[config.mk]
export PLATFORM = sky130hd
export DESIGN_NAME = fetch_stage_flat
export DESIGN_NICKNAME = d
export VERILOG_FILES = /design/src/rtl/fetch_stage_pkg.sv /design/src/rtl/fetch_stage_if.sv /design/src/rtl/fetch_stage_branch_target_unit.sv /design/src/rtl/fetch_stage.sv /design/src/flat_wrapper.sv
export SDC_FILE = /design/constraint.sdc
export NUM_CORES = 1
export LEC_CHECK = 0
export CORE_MARGIN = 8
export CORE_UTILIZATION = 51
export CTS_BUF_LIST = sky130_fd_sc_hd__clkbuf_8
export CTS_CLUSTER_DIAMETER = 150
export DETAILED_ROUTE_END_ITERATION = 8
export GPL_TIMING_DRIVEN = 0
export PLACE_DENSITY = 0.8
export REMOVE_ABC_BUFFERS = 1
export SYNTH_ARGS = -nofsm -noshare
export SYNTH_HDL_FRONTEND = slang
export SYNTH_SLANG_ARGS = --single-unit
[constraint.sdc]
create_clock -name clock -period 3.6 [get_ports clock]
set_input_delay 0.9 -clock clock [delete_from_list [all_inputs] [get_ports clock]]
set_output_delay 0.9 -clock clock [all_outputs]
set_load 0.05 [all_outputs]
[src/rtl/fetch_stage_pkg.sv]
// Shared definitions for the fetch stage: NOP encoding, MIPS field helpers and
// the next-PC source selector used by the PC mux.
// Optional feature macro consumed elsewhere: FETCH_BRANCH_DELAY_SLOT_EN.
package fetch_stage_pkg;

    // sll $0,$0,0
    localparam logic [31:0] NOP_ENCODING = 32'h0000_0000;

    // Next-PC source; Hold outranks the redirects, redirects outrank sequential.
    typedef enum logic [1:0] {
        PcSeq,
        PcHold,
        PcJump,
        PcBranch
    } pc_sel_e;

    // Immediate [15:0] sign-extended and scaled to a byte offset.
    function automatic logic [31:0] branch_offset(input logic [15:0] imm);
        return {{14{imm[15]}}, imm, 2'b00};
    endfunction

    // Jump index [25:0] placed into the current 256 MB region.
    function automatic logic [31:0] jump_target(input logic [31:0] pc_plus_4,
                                                input logic [25:0] index);
        return {pc_plus_4[31:28], index, 2'b00};
    endfunction

endpackage

[src/rtl/fetch_stage_if.sv]
// Bus between the fetch stage and its surroundings (instruction memory, hazard
// unit, decode stage).
//   imem_addr/imem_data : fetch address and combinational instruction read
//   stall/jump/branch_taken : hazard hold and decode-stage redirect requests
//   pc_f, instruction, pc_plus_4_d, valid_d : fetch PC and IF/ID contents
// master: the fetch stage.  slave: memory/decode/hazard side.
interface fetch_stage_if;

    logic [31:0] imem_addr;
    logic [31:0] imem_data;
    logic        stall;
    logic        jump;
    logic        branch_taken;
    logic [31:0] pc_f;
    logic [31:0] instruction;
    logic [31:0] pc_plus_4_d;
    logic        valid_d;

    modport master (
        output imem_addr, pc_f, instruction, pc_plus_4_d, valid_d,
        input  imem_data, stall, jump, branch_taken
    );

    modport slave (
        input  imem_addr, pc_f, instruction, pc_plus_4_d, valid_d,
        output imem_data, stall, jump, branch_taken
    );

endinterface

[src/rtl/fetch_stage_branch_target_unit.sv]
// branch_target_unit: combinational jump/branch target computation from the
// IF/ID register contents. All arithmetic wraps mod 2^32.
//   pc_plus_4_d in 32 : PC+4 of the latched instruction
//   instruction in 32 : latched instruction word
//   jtarget     out 32 : J-type target
//   btarget     out 32 : BEQ/BNE target
module branch_target_unit
    import fetch_stage_pkg::*;
(
    input  logic [31:0] pc_plus_4_d,
    input  logic [31:0] instruction,
    output logic [31:0] jtarget,
    output logic [31:0] btarget
);

    assign jtarget = jump_target(pc_plus_4_d, instruction[25:0]);
    assign btarget = pc_plus_4_d + branch_offset(instruction[15:0]);

    // Opcode field is decoded upstream; not needed for target arithmetic.
    logic unused_opcode;
    assign unused_opcode = ^instruction[31:26];

endmodule

[src/rtl/fetch_stage.sv]
// fetch_stage: IF stage plus IF/ID pipeline register. Holds the PC, drives
// the instruction memory address, latches the fetched word and redirects on
// decode-stage jump / taken-branch requests.
//   clock, reset : single clock, synchronous active-high reset
//   bus (master) : imem_addr/imem_data, stall, jump, branch_taken,
//                  pc_f, instruction, pc_plus_4_d, valid_d
// Parameters: RESET_PC (PC after reset), NOP_WORD (bubble word in IF/ID).
// Macro FETCH_BRANCH_DELAY_SLOT_EN: when defined, the word fetched alongside a
// redirect enters IF/ID as a valid delay-slot instruction instead of being
// squashed.
module fetch_stage
    import fetch_stage_pkg::*;
#(
    parameter logic [31:0] RESET_PC = 32'h0040_0000,
    parameter logic [31:0] NOP_WORD = NOP_ENCODING
) (
    input logic           clock,
    input logic           reset,
    fetch_stage_if.master bus
);

    logic [31:0] pc_q, pc_d;
    logic [31:0] instr_q, instr_d;
    logic [31:0] pp4_q, pp4_d;
    logic        valid_q, valid_nxt;
    logic [31:0] pc_plus_4;
    logic [31:0] jtarget, btarget;
    logic        squash;
    pc_sel_e     pc_sel;

    assign pc_plus_4 = pc_q + 32'd4;

    branch_target_unit u_branch_target_unit (
        .pc_plus_4_d (pp4_q),
        .instruction (instr_q),
        .jtarget     (jtarget),
        .btarget     (btarget)
    );

    // A bubble in IF/ID never redirects; jump beats branch_taken.
    always_comb begin
        pc_sel = PcSeq;
        if (bus.stall) begin
            pc_sel = PcHold;
        end else if (valid_q && bus.jump) begin
            pc_sel = PcJump;
        end else if (valid_q && bus.branch_taken) begin
            pc_sel = PcBranch;
        end
    end

    always_comb begin
        pc_d = pc_plus_4;
        unique case (pc_sel)
            PcHold:   pc_d = pc_q;
            PcJump:   pc_d = jtarget;
            PcBranch: pc_d = btarget;
            default:  pc_d = pc_plus_4;
        endcase
    end

`ifdef FETCH_BRANCH_DELAY_SLOT_EN
    // Delay-slot word is architecturally executed; nothing is squashed.
    assign squash = 1'b0;
`else
    // The word fetched in the redirect cycle is on the wrong path.
    assign squash = (pc_sel == PcJump) || (pc_sel == PcBranch);
`endif

    always_comb begin
        instr_d   = bus.imem_data;
        pp4_d     = pc_plus_4;
        valid_nxt = 1'b1;
        if (bus.stall) begin
            instr_d   = instr_q;
            pp4_d     = pp4_q;
            valid_nxt = valid_q;
        end else if (squash) begin
            instr_d   = NOP_WORD;
            valid_nxt = 1'b0;
        end
    end

    always_ff @(posedge clock) begin
        if (reset) begin
            pc_q    <= RESET_PC;
            instr_q <= NOP_WORD;
            pp4_q   <= 32'h0000_0000;
            valid_q <= 1'b0;
        end else begin
            pc_q    <= pc_d;
            instr_q <= instr_d;
            pp4_q   <= pp4_d;
            valid_q <= valid_nxt;
        end
    end

    assign bus.imem_addr   = pc_q;
    assign bus.pc_f        = pc_q;
    assign bus.instruction = instr_q;
    assign bus.pc_plus_4_d = pp4_q;
    assign bus.valid_d     = valid_q;

endmodule

[src/flat_wrapper.sv]
// flat-port wrapper written by rule: the top's interface ports become plain ports
module fetch_stage_flat import fetch_stage_pkg::*;
#(
    parameter logic [31:0] RESET_PC = 32'h0040_0000,
    parameter logic [31:0] NOP_WORD = NOP_ENCODING
)
  (clock, reset, bus_imem_addr, bus_pc_f, bus_instruction, bus_pc_plus_4_d, bus_valid_d, bus_imem_data, bus_stall, bus_jump, bus_branch_taken);
  fetch_stage_if bus_i ();
  input logic clock;
  input logic reset;
  output wire logic [$bits(bus_i.imem_addr)-1:0] bus_imem_addr;
  output wire logic [$bits(bus_i.pc_f)-1:0] bus_pc_f;
  output wire logic [$bits(bus_i.instruction)-1:0] bus_instruction;
  output wire logic [$bits(bus_i.pc_plus_4_d)-1:0] bus_pc_plus_4_d;
  output wire logic [$bits(bus_i.valid_d)-1:0] bus_valid_d;
  input wire logic [$bits(bus_i.imem_data)-1:0] bus_imem_data;
  input wire logic [$bits(bus_i.stall)-1:0] bus_stall;
  input wire logic [$bits(bus_i.jump)-1:0] bus_jump;
  input wire logic [$bits(bus_i.branch_taken)-1:0] bus_branch_taken;
  assign bus_imem_addr = bus_i.imem_addr;
  assign bus_pc_f = bus_i.pc_f;
  assign bus_instruction = bus_i.instruction;
  assign bus_pc_plus_4_d = bus_i.pc_plus_4_d;
  assign bus_valid_d = bus_i.valid_d;
  assign bus_i.imem_data = bus_imem_data;
  assign bus_i.stall = bus_stall;
  assign bus_i.jump = bus_jump;
  assign bus_i.branch_taken = bus_branch_taken;
  fetch_stage #(.RESET_PC(RESET_PC), .NOP_WORD(NOP_WORD)) u_core (.clock(clock), .reset(reset), .bus(bus_i));
endmodule
# Word level (Yosys, flattened, before mapping)
# Cells that the tools add are included.
[word_totals]
register_bits = 97
input_bits = 37
[op_classes]
n_mux = 6
n_eq_ne = 3
n_addsub = 2
n_reduce_logical = 3
[ops]
columns = ["cell", "count"]
rows = [
  ["case mux 32 bit (3 select lines)", 1],
  ["adder 32 x 3 -> 32 bit, second input constant", 1],
  ["adder 32 bit", 1],
  ["2-to-1 mux 32 bit", 1],
  ["2-to-1 mux 2 bit", 3],
  ["== test 2 bit, second input constant", 2],
  ["== test 2 x 1 -> 1 bit, second input constant", 1],
  ["logical AND 1 bit", 2],
  ["logical OR 1 bit", 1],
  ["2-to-1 mux 1 bit", 1],
]

# Longest topological paths before layout
# Gate-level depths: netlist of the first run.
[logic_depth]
depth_word = 7
ltp_mapped = 11

# Modules after synthesis
# Synthesis of the first run repeated with hierarchy kept, for this count alone.
[hier_totals]
cells_unflattened = 860
hier_area_um2 = 6946.7
[by_module_without_submodules]
columns = ["mod", "n_inst", "cells_per_inst", "area_each_um2"]
rows = [
  ["fetch_stage", 1, 590, 4938.5],
  ["branch_target_unit", 1, 270, 2008.2],
]

# Worst setup path before layout of the first run
# Ideal clock, no wire load.
[synth_path]
kind = "reg2reg"
startpoint = "reg u_core.pp4_q[2], in the netlist u_core.bus.pc_plus_4_d[2]"
endpoint = "reg u_core.pc_q[28], in the netlist u_core.bus.imem_addr[28]"
synth_period_minus_slack_ns = 2.793
path_stages_with_launch = 12
arrival_ns = 2.676
path_slack_ns = 0.807
path_cell_list = "dfxtp_1 -> ha_1 -> inv_1 -> fa_1 -> nand2b_1 -> a21oi_1 -> o41a_1 -> a31o_2 -> a311oi_4 -> o21ai_2 -> xor2_1 -> a22o_1"
[synth_via]
elab_chain_cells = 2
[synth_lines]
columns = ["item", "line", "source"]
rows = [
  ["start: declaration", "fetch_stage.sv:24", "logic [31:0] pp4_q, pp4_d;"],
  ["start signal: assignment", "fetch_stage.sv:93", "pp4_q <= pp4_d;"],
  ["adder 32 bit", "fetch_stage_branch_target_unit.sv:17", "assign btarget = pc_plus_4_d + branch_offset(instruction[15:0]);"],
  ["case mux 32 bit (3 select lines)", "fetch_stage.sv:54", "unique case (pc_sel)"],
  ["end signal: assignment", "fetch_stage.sv:91", "pc_q <= pc_d;"],
  ["end: declaration", "fetch_stage.sv:22", "logic [31:0] pc_q, pc_d;"],
]
# No other way between the ends.
# A chain may end at the register's enable or synchronous reset.

# Final worst setup path of the first run
[layout_path]
startpoint = "reg u_core.instr_q[15], in the netlist u_core.bus.instruction[15]"
endpoint = "out bus_instruction[15]"
[layout_lines]
columns = ["item", "line", "source"]
rows = [
  ["start: declaration", "fetch_stage.sv:23", "logic [31:0] instr_q, instr_d;"],
  ["start signal: assignment", "fetch_stage.sv:92", "instr_q <= instr_d;"],
  ["end: declaration", "flat_wrapper.sv:13", "output wire logic [$bits(bus_i.instruction)-1:0] bus_instruction;"],
]
# No word-level cell between the ends.

==> run metrics, run 1 <==
I/O pin count=166; crit path cell chain=clkdlybuf4s50_1; Worst path top cell family by delay=buffers and inverters; min cycle time layout=3140 ps; Int Pwr=1810 µW; Skew-Pair Late Insertion Delay=390 ps; DRC violations left=0; grt ovf=0; Most Used Layer, Global Route=met2; Min Hold Slack=493 ps; starting DRC count in detailed routing=489; initial antenna violation count=0; hold_buf cts=0; drt total wl=18.5 mm; Seq cells post-synth=97; Storage cell area=1940 µm²; CP Launch Type=flop; Reg2Reg Launch Point=u_core.bus.instruction[15]$_SDFFE_PP0N_; worst-margin pin slew=883 ps; outcome=complete, no violations; Worst R2R Path Depth=8; hold depth=2; row count=41; die span in x=129 µm; Hold Crit Start=u_core.bus.instruction[27]$_SDFFE_PP0N_; worst path bufs/invs=1; switching pwr=965 µW; Setup Buffers After CTS=0; Critical Path End Type=output port; Mapped Cells=896; Vias=6471; register share of total power=0.428; Final Hold Viols=0; CTS sink cnt=97; Setup TNS=0 ps; Yosys cell types=57; Data required, critical path=2700 ps; Ys Warns=0; Slew HR=0.409; met2 Resource Use GR=0.368; highest clock rate=0.318 GHz; Pleak=0.00321 µW; GR met3 Demand/Resource=0.0538; H-tree depth=3; multi-input logic area=3970 µm²; n_diodes=0; WS Path Type=reg -> out; Final period util=0.873; global-route wire length before repair=29.8 mm; Die ar.=16500 µm²; setup clock skew after layout=14.5 ps; Mapped Area=6460 µm²; Crit path largest cell delay=950 ps; Layout fillers=1125; total track usage=0.221; Sw Share=0.348; max_cap viols=0; Routed Antenna Nets=0; reg2reg end=u_core.bus.imem_addr[31]$_SDFFE_PP0N_; register area share after synthesis=0.301; Slew Limit Fails=0; clock share of power=0.292; gpl congestion=0.915; Crit-path slowest cell=clkdlybuf4s50_1; share of cells above drive strength 1=0.0333; Cell Pwr Density=338 nW/µm²; asr flop ratio synth=0; largest net degree at the start of global routing=149; detailed placer's ending HPWL=13.4 mm; Global Route met1 Usage=0.272; drt via density=5.56; Final Setup Violations=0; total CTS buffers=9; crit path DAT=2240 ps; Worst Hold Path EP=u_core.bus.instruction[27]$_SDFFE_PP0N_; WL per Instance=15.9 µm; ys flop type=dfxtp_1; final net count=1055; Worst Hold Class=reg -> reg; Syn Area/Cell=7.21 µm²; Die Ht=129 µm; Worst-path clk slew=100 ps; Max Buffers Root-to-Sink=2; Combinational Power Share=0.280; vias in the first global route=6027; root buffer cell=clkbuf_8; Initial Util=0.516; core area=12500 µm²; RSZ-0062 raised after global routing=no; CP Max Fanout=18; I/O Buffers=165; First-pass DRT Iterations=5; area grow syn2layout=27.1%; Post-synth EDFFs=0; Resized cells post-CTS=0; reg-to-reg slack, setup=630 ps; TritonCTS clock tree=built; VDD IR max=0.000248 V
cell usage in the layout (no fill, tap or decap), drive strengths merged, types with 4 or more instances in the layout:
master,instances
ha,30
a21o,16
and2,4
o22ai,6
and3,11
or3,5
clkdlybuf4s50,163
nor3,24
o211ai,4
a21oi,121
nor2,155
a31oi,7
o21a,9
nand2,77
dfxtp,97
mux2i,8
xnor2,35
buf,8
and4,4
xor2,14
clkbuf,10
nand4,9
a211oi,7
nand3,23
nor2b,14
o21ai,46
a221oi,12
inv,26
nand2b,9
layer usage:
layer  share of wire  up-vias
met1            0.43     2959
li1                -     3267
met2            0.47      227
met4           0.017        0
met5               0        -
met3           0.083       18
per-stage QoR:
stage          utilization  setup slack (ps)  total power, µW  area, µm²  std cells
6_report             0.656               457             2770       8210       1164
5_1_grt              0.656               343             2890       8210       1164
4_1_cts              0.656               459             2790       8210       1164
3_5_place_dp         0.638               112             1990       7990       1148
3_3_place_gp         0.627             -7430             1980       7850       1142
2_1_floorplan            -             -2250             1680       5990        805
state kept, by name (all words and copies together) (netlist names):
| name | count |
|---|---|
| u_core.bus.imem_addr | 32 |
| u_core.bus.instruction | 32 |
| u_core.bus.pc_plus_4_d | 32 |
| u_core.bus.valid_d | 1 |
power groups by stage:
stage / combinational (µW) / sequential (µW) / clock [µW]
global route: 833 / 1200 / 860
detailed placement: 774 / 1210 / 0
CTS: 777 / 1190 / 828
floorplan: 247 / 1430 / 0
finish: 775 / 1190 / 810
global placement: 771 / 1210 / 0
cells in the mapped netlist (2+ instances only):
library cell,number,area [µm²]
clkbuf_1,46,173
nor2b_1,14,87.6
xnor2_1,35,307
mux2i_1,8,80.1
and4_1,4,35.0
nor4_1,2,12.5
o22ai_1,6,37.5
a221oi_1,12,105
buf_1,9,33.8
ha_1,30,375
nand4_1,9,56.3
a22oi_1,3,22.5
nor2_1,155,582
buf_4,34,255
or3_1,5,31.3
a31oi_1,7,43.8
o21bai_1,3,22.5
a31o_2,2,17.5
o221ai_1,3,26.3
nand2_1,77,289
nor3_1,24,120
nand3_1,23,115
and3_1,11,68.8
a21oi_1,121,606
dfxtp_1,97,1940
a211oi_1,7,52.6
inv_1,25,93.8
o21ai_1,4,20.0
o211ai_1,4,30.0
nand2b_1,9,56.3
and2_1,4,25.0
xor2_1,14,123
o21ai_0,41,205
o21a_1,9,67.6
nor3b_1,2,15.0
a21o_1,16,120
area by class of cell:
type / count / area share
multi-input cells: 683 / 0.483
flip-flops and latches: 97 / 0.236
inverters: 25 / 0.0114
clock buffers: 10 / 0.0168
repair buffers: 171 / 0.216
well taps: 172 / 0.0262
clock inverters: 6 / 0.0101
worst max path at each step:
stage                                             from                                    end  slack (ps)  cells past startpoint
2_1_floorplan                         bus_branch_taken  u_core.bus.imem_addr[24]$_SDFFE_PP0N_       -2250                      7
3_3_place_gp                          bus_branch_taken  u_core.bus.imem_addr[12]$_SDFFE_PP0N_       -7430                      6
3_5_place_dp                          bus_branch_taken  u_core.bus.imem_addr[24]$_SDFFE_PP0N_         110                     10
4_1_cts        u_core.bus.instruction[15]$_SDFFE_PP0N_                    bus_instruction[15]         460                      1
5_1_grt                               bus_branch_taken  u_core.bus.imem_addr[24]$_SDFFE_PP0N_         340                     10
6_report       u_core.bus.instruction[15]$_SDFFE_PP0N_                    bus_instruction[15]         460                      1
logic make-up after synthesis:
kind of cell	Yosys count	synth area share
multiplexers	8	0.0124
AO/OA/AOI/OAI	251	0.234
flip-flops	97	0.301
buffers and inverters	116	0.0876
AND/OR/NAND/NOR	344	0.237
XOR/XNOR	49	0.0664
adder cells (fa/ha/maj)	31	0.0612
Note: power is estimated with default switching activity, not from simulation.
==> run 2, diff against run 1 <==
--- a/config.mk
+++ b/config.mk
@@ -13,6 +13,7 @@
 export GPL_TIMING_DRIVEN = 0
 export PLACE_DENSITY = 0.8
 export REMOVE_ABC_BUFFERS = 1
+export SETUP_SLACK_MARGIN = 0.02
 export SYNTH_ARGS = -nofsm -noshare
 export SYNTH_HDL_FRONTEND = slang
 export SYNTH_SLANG_ARGS = --single-unit
==> results of run 2 <==
No change in the layout: final DEF, timing and power equal those of run 1.
